File: src/rtl/mem_port_arbiter_pkg.sv
// mem_port_arbiter_pkg: shared encodings for the SRAM port arbiter (ARB_PERF_EN adds perf counters)
package mem_port_arbiter_pkg;
   typedef enum logic [1:0] {
      ARB_IDLE   = 2'd0,
      ARB_ACCESS = 2'd1,
      ARB_WAIT   = 2'd2,
      ARB_RESP   = 2'd3
   } arbState_t;
   localparam logic       OWNER_I = 1'b0;
   localparam logic       OWNER_D = 1'b1;
   localparam logic [3:0] WE_NONE = 4'b0000;
   localparam int         LAT_W   = 3;
endpackage

File: src/rtl/mem_port_arbiter_perf_cnt.sv
// arb_perf_cnt: 32-bit wrapping event counter with enable, cleared by synchronous active-low reset
module arb_perf_cnt (
   input  logic        clk,
   input  logic        rst,
   input  logic        en,
   output logic [31:0] count
);
   always_ff @(posedge clk)
      if (!rst) count <= '0;
      else if (en) count <= count + 32'd1;
endmodule

File: src/rtl/mem_port_arbiter.sv
// mem_port_arbiter: shares one single-port SRAM between fetch (I) and data (D) ports, D over I; ARB_PERF_EN adds perf counters
module mem_port_arbiter
   import mem_port_arbiter_pkg::*;
#(
   parameter int ADDR_W   = 16,
   parameter int READ_LAT = 1
) (
   input  logic              clk,
   input  logic              rst,
   input  logic              i_req,
   input  logic [31:0]       i_addr,
   output logic [31:0]       i_rdata,
   output logic              i_ready,
   input  logic              d_req,
   input  logic [3:0]        d_we,
   input  logic [31:0]       d_addr,
   input  logic [31:0]       d_wdata,
   output logic [31:0]       d_rdata,
   output logic              d_ready,
   output logic              mem_en,
   output logic [3:0]        mem_we,
   output logic [ADDR_W-1:0] mem_addr,
   output logic [31:0]       mem_wdata,
   input  logic [31:0]       mem_rdata
`ifdef ARB_PERF_EN
  ,output logic [31:0]       perf_d_grants,
   output logic [31:0]       perf_i_grants,
   output logic [31:0]       perf_conflicts
`endif
);
   arbState_t        state, nextState;
   logic             owner;
   logic             isWrite;
   logic [LAT_W-1:0] latCnt;
   logic             grantD, grantI, lastBeat;
   logic             unusedAddrBits;

   assign grantD   = (state == ARB_IDLE) && d_req;
   assign grantI   = (state == ARB_IDLE) && !d_req && i_req;
   assign lastBeat = (state == ARB_WAIT) && (latCnt == LAT_W'(1));
   assign i_ready  = (state == ARB_RESP) && (owner == OWNER_I);
   assign d_ready  = (state == ARB_RESP) && (owner == OWNER_D);
   assign unusedAddrBits = ^{i_addr[31:ADDR_W+2], i_addr[1:0], d_addr[31:ADDR_W+2], d_addr[1:0]};

   always_ff @(posedge clk)
      if (!rst) state <= ARB_IDLE;
      else state <= nextState;

   always_comb begin
      nextState = state;
      case (state)
         ARB_IDLE:   nextState = (d_req || i_req) ? ARB_ACCESS : ARB_IDLE;
         ARB_ACCESS: nextState = isWrite ? ARB_RESP : ARB_WAIT;
         ARB_WAIT:   nextState = lastBeat ? ARB_RESP : ARB_WAIT;
         default:    nextState = ARB_IDLE;
      endcase
   end

   // SRAM controls are loaded on the grant edge so they are registered and valid in ACCESS.
   always_ff @(posedge clk)
      if (!rst) begin
         owner     <= OWNER_I;
         isWrite   <= 1'b0;
         mem_en    <= 1'b0;
         mem_we    <= WE_NONE;
         mem_addr  <= '0;
         mem_wdata <= '0;
      end else begin
         mem_en <= grantD || grantI;
         mem_we <= grantD ? d_we : WE_NONE;
         if (grantD || grantI) begin
            owner    <= grantD ? OWNER_D : OWNER_I;
            isWrite  <= grantD && (d_we != WE_NONE);
            mem_addr <= grantD ? d_addr[ADDR_W+1:2] : i_addr[ADDR_W+1:2];
         end
         if (grantD) mem_wdata <= d_wdata;
      end

   always_ff @(posedge clk)
      if (!rst) latCnt <= '0;
      else if (state == ARB_ACCESS && !isWrite) latCnt <= LAT_W'(READ_LAT);
      else if (state == ARB_WAIT) latCnt <= latCnt - LAT_W'(1);

   always_ff @(posedge clk)
      if (!rst) begin
         i_rdata <= '0;
         d_rdata <= '0;
      end else begin
         if (lastBeat && owner == OWNER_I) i_rdata <= mem_rdata;
         if (lastBeat && owner == OWNER_D) d_rdata <= mem_rdata;
      end

`ifdef ARB_PERF_EN
   arb_perf_cnt dGrantCnt (.clk(clk), .rst(rst), .en(grantD), .count(perf_d_grants));
   arb_perf_cnt iGrantCnt (.clk(clk), .rst(rst), .en(grantI), .count(perf_i_grants));
   arb_perf_cnt conflictCnt (.clk(clk), .rst(rst), .en((state == ARB_IDLE) && i_req && d_req), .count(perf_conflicts));
`endif
endmodule

File: config.mk
export PLATFORM = sky130hd
export DESIGN_NAME = mem_port_arbiter
export DESIGN_NICKNAME = d
export VERILOG_FILES = /design/src/rtl/mem_port_arbiter_pkg.sv /design/src/rtl/mem_port_arbiter_perf_cnt.sv /design/src/rtl/mem_port_arbiter.sv
export SDC_FILE = /design/constraint.sdc
export NUM_CORES = 1
export LEC_CHECK = 0
export CORE_MARGIN = 5
export CORE_UTILIZATION = 36
export DETAILED_ROUTE_END_ITERATION = 16
export PLACE_DENSITY = 0.77
export SLEW_MARGIN = 40
export SYNTH_ARGS = -nofsm -noshare
export SYNTH_HDL_FRONTEND = slang
export SYNTH_SLANG_ARGS = --single-unit
File: constraint.sdc
create_clock -name clk -period 1.55 [get_ports clk]
set_clock_uncertainty 0.1 [all_clocks]
set_input_delay 0.2325 -clock clk [delete_from_list [all_inputs] [get_ports clk]]
set_output_delay 0.2325 -clock clk [all_outputs]
set_load 0.005 [all_outputs]
### Word-level counts from Yosys, hierarchy flattened

Index checks and enable logic that the tools add are counted.

* bits in registers: 124
* bits in latches: 0
* RAM bits: 0
* memory bits (read-only): 0
* output and inout port bits: 119
* logic and storage cells: 45
* memories kept: 0

* add/sub/neg operators: 1
* multiply operators: 0
* divide/modulo/power cells: 0
* order comparisons: 0
* equal/unequal tests: 4
* shifts and indexed selects: 0
* multiplexer cells: 8
* bitwise operators: 2
* reduce and logical (&&, ||, !) cells: 19

Operators with widths (count)
* $mux W16: 1
* $logic_and A1 B1 Y1: 10
* $mux W1: 6
* $pmux W2 S3: 1
* $eq A2 B2 Y1 const B: 2
* $reduce_bool A4 Y1: 1
* $eq A3 B1 Y1 const B: 1
* $sub A3 B1 Y3 const B: 1
* $eq A2 B1 Y1 const B: 1
* $logic_not A1 Y1: 2
* $logic_not A2 Y1: 1
* $logic_or A1 B1 Y1: 2
* $not A1 Y1: 2
* $reduce_and A2 Y1: 1
* $reduce_bool A2 Y1: 1
* $reduce_or A2 Y1: 1

### Longest topological paths before layout

* depth in word-level cells: 4
* mapped depth: 7
* depth with buffers taken out: 5

### Worst setup path after synthesis

No wires, ideal clock.

* kind: register to register
* from: reg state[0]
* to: reg i_rdata[21]
* arrival time: 1.270 ns
* required time: 1.327 ns
* path slack: 0.057 ns
* cell stages (with the launch flop): 8
* period minus slack after synthesis: 1.493 ns
* cell sequence: dfxtp_1 -> inv_1 -> ha_1 -> and4bb_1 -> buf_6 -> clkbuf_8 -> nand3_1 -> o21ai_0

* cells in the longest elaborated chain, start to end: 3

Ends and longest elaborated chain
* from (decl): RTL line mem_port_arbiter.sv:31 `arbState_t state, nextState;`
* from (signal assigned): RTL line mem_port_arbiter.sv:47 `else state <= nextState;`
* $eq A2 B2 Y1: RTL line mem_port_arbiter.sv:40 `assign lastBeat = (state == ARB_WAIT) && (latCnt == LAT_W'(1));`
* $logic_and A1 B1 Y1: RTL line mem_port_arbiter.sv:40
* $logic_and A1 B1 Y1: RTL line mem_port_arbiter.sv:89 `if (lastBeat && owner == OWNER_I) i_rdata <= mem_rdata;`
* to (signal assigned): RTL line mem_port_arbiter.sv:89
* to (decl): RTL line mem_port_arbiter.sv:12 `output logic [31:0] i_rdata,`

Every way passes these cells.
A chain may end at the register's enable or synchronous reset.

### Worst setup path after layout

* from: reg state[0]
* to: out d_ready

* cells in the longest elaborated chain, start to end: 2

Ends and longest elaborated chain
* $eq A2 B2 Y1: RTL line mem_port_arbiter.sv:42 `assign d_ready = (state == ARB_RESP) && (owner == OWNER_D);`
* $logic_and A1 B1 Y1: RTL line mem_port_arbiter.sv:42
* to (decl): RTL line mem_port_arbiter.sv:19 `output logic d_ready,`

Every way passes these cells.

==> results.md <==
* Status: complete, no violations
* Setup_tns at 0 ps
* Worst hold margin at 82.4 ps
* CTS tree: done
* Min-Delay Path Class: in -> reg
* CTS Buf Count at 17
* Largest stage delay, worst path at 360 ps
* Final HPWL DP at 10,600 µm
* Tcrit/Tclk final at 99.3%
* Wire length per cell at 16.1 µm
* Routed vias at 4,712
* Final count of hold timing violations at 0
* Core area at 13,300 µm²
* I/O Buffers at 222
* Drc violations at 0
* Hold_buf cts at 0
* Largest net degree at the start of global routing at 71
* Layout Cell Area excl Fill at 8020 µm²
* Crit path kind: reg -> out
* Most common cell after layout, fill and taps aside: nand2_1
* Post-Syn Nets at 692
* Crit-path cells: ha_4 > and2_4 > buf_6
* P&R area growth vs syn at 63.9%
* Die W at 127 µm
* Dpl cells at 918
* Total power at 9.81 mW
* Post-Syn Area at 4890 µm²
* VDD IR max at 0.691 mV
* Clock root cell: clkbuf_16
* Leak at 3.65 nW
* Sink Count at 124
* CP required at 1220 ps
* Worst setup margin at 10.4 ps
* First-pass GRT wire length at 22,900 µm
* Routed wire length at 15,500 µm
* Netlist cell types at 35
* Seq/Total Area, Yosys at 50.8%
* Slew headroom at 78.5%
* Syn_area_per_cell at 8.89 µm²
* Initial core utilization at 36.8%
* Initial antenna violation count at 0
* Clk_lat worst skew at 420 ps
* CP Launch Type: register
* Cell at the slowest stage of the critical path: dfxtp_4
* Vias in the first global route at 4,666
* Violation count after the first detailed-route iteration at 300
* Via density at 4.90
* Tmin final at 1540 ps
* Die Ht at 127 µm
* Synth Register Bits at 124
* Gp weighted congestion at 0.781
* CTS clk-pin slew, worst paths at 60 ps
* Fraction of layout cells with a size suffix above 1 at 11.1%
* GRT Overall Usage at 17.8%
* Final Util at 60.3%
* Io pins at 255
* Peak Freq at 650 MHz
* Max Cap Viol at 0
* Non-Filler Instances at 962
* Crit end category: output pin
* Synth Instances at 550
* DRT Pass-1 Iters at 5
* Setup violators final at 0
* Placed Area at 7210 µm²
* Final net count at 915
* Tightest Pin Transition at 320 ps
* RSZ-0062 raised after global routing: true
* Power per cell area at 1220 nW/µm²
* GR Overflow Total at 0
* Worst EP arrival at 1210 ps
* FP Rows at 42
* Critical Path Fanout Max at 3
* Slew Limit Fails at 0
* Post-route ant nets at 0
* Yosys warnings at 0
* Most frequent cells in the layout: 147 x nand2_1, 117 x dlygate4sd2_1, 115 x dfxtp_1
* H-Tree Level Count at 4
* Diode count at 0
* Clk buf depth at 2
* Die footprint at 16,000 µm²
* Worst slack at placement at -126 ps
-- final timing paths --
kind                                               start                         to  slack [ps]  cells after the start
worst max-delay path                 state[0]$_SDFF_PN0_                    d_ready          10                      3
worst max register to register       state[0]$_SDFF_PN0_   i_rdata[11]$_SDFFE_PN0P_          40                      7
worst min-delay path                                 rst  mem_wdata[6]$_SDFFE_PN0P_          80                      2
worst min register to register  i_rdata[24]$_SDFFE_PN0P_   i_rdata[24]$_SDFFE_PN0P_         350                      2
-- timing repair --
item,in CTS,in global routing
resized for setup,141,26
setup endpoints to repair,145,92
gates cloned,1,8
pin swaps,2,2
buffers inserted,0,3
-- metal layers --
metal	share of wire [%]	routed length, µm	track usage [%]	vias to the layer above
li1	-	-	-	2305
met1	38	5880	18.1	2203
met2	51	7950	31.7	170
met3	7.9	1230	7.48	34
met4	3.0	471	8.01	0
met5	0	0	0	-
-- registers in the layout, indices dropped and copies added, names as in the netlist --
register,cells
mem_we,4
isWrite,1
mem_en,1
mem_addr,16
mem_wdata,32
d_rdata,32
state,2
owner,1
latCnt,3
i_rdata,32
-- area by class of cell --
type / count / area [µm²]
Clock buffer: 22 / 484
Clock inverter: 10 / 138
Fill cell: 1155 / 5280
Inverter: 5 / 21.3
Multi-Input combinational cell: 373 / 2100
Sequential cell: 124 / 2500
Tap cell: 176 / 220
Timing Repair Buffer: 252 / 2560
-- synth_stat cells (all sizes together) --
| cell type | number | share of area, % |
|---|---|---|
| o21a | 1 | 0.15 |
| dfxtp | 124 | 51 |
| nor2b | 3 | 0.38 |
| and4b | 1 | 0.20 |
| o22ai | 1 | 0.13 |
| a221oi | 1 | 0.18 |
| ha | 6 | 1.5 |
| nand3 | 64 | 6.5 |
| nor3b | 1 | 0.15 |
| o211a | 16 | 3.3 |
| xor2 | 1 | 0.18 |
| a211oi | 1 | 0.15 |
| and3 | 4 | 0.51 |
| nand2 | 148 | 11 |
| o21ai | 64 | 6.5 |
| inv | 5 | 0.38 |
| clkbuf | 18 | 2.4 |
| a21oi | 1 | 0.10 |
| a21boi | 33 | 5.1 |
| mux2i | 16 | 3.3 |
| nor2 | 2 | 0.15 |
| nand2b | 1 | 0.13 |
| xnor2 | 1 | 0.18 |
| nor4 | 1 | 0.13 |
| and2 | 5 | 0.69 |
| buf | 30 | 5.1 |
| and4bb | 1 | 0.26 |
-- critical path, delay by kind of cell, from the launching register on --
kind	cells	cell delay, ps
and+or+nand+nor	1	150
buffers and inverters	1	110
DFF	1	360
adders and majority gates	1	160
-- kinds of logic after synthesis --
kind of cell	after synthesis	synth area share, %
AO/OA/AOI/OAI	118	15.6
multiplexers	16	3.27
flip-flops	124	50.8
XOR/XNOR	2	0.358
AND/OR/NAND/NOR	231	20.5
buffers and inverters	53	7.96
adder cells (fa/ha/maj)	6	1.53
-- power by group --
group          switching (mW)  internal (mW)
clock network            1.42           2.69
registers               0.198           3.51
logic                   0.893           1.09
(Power assumes the default switching activity.)
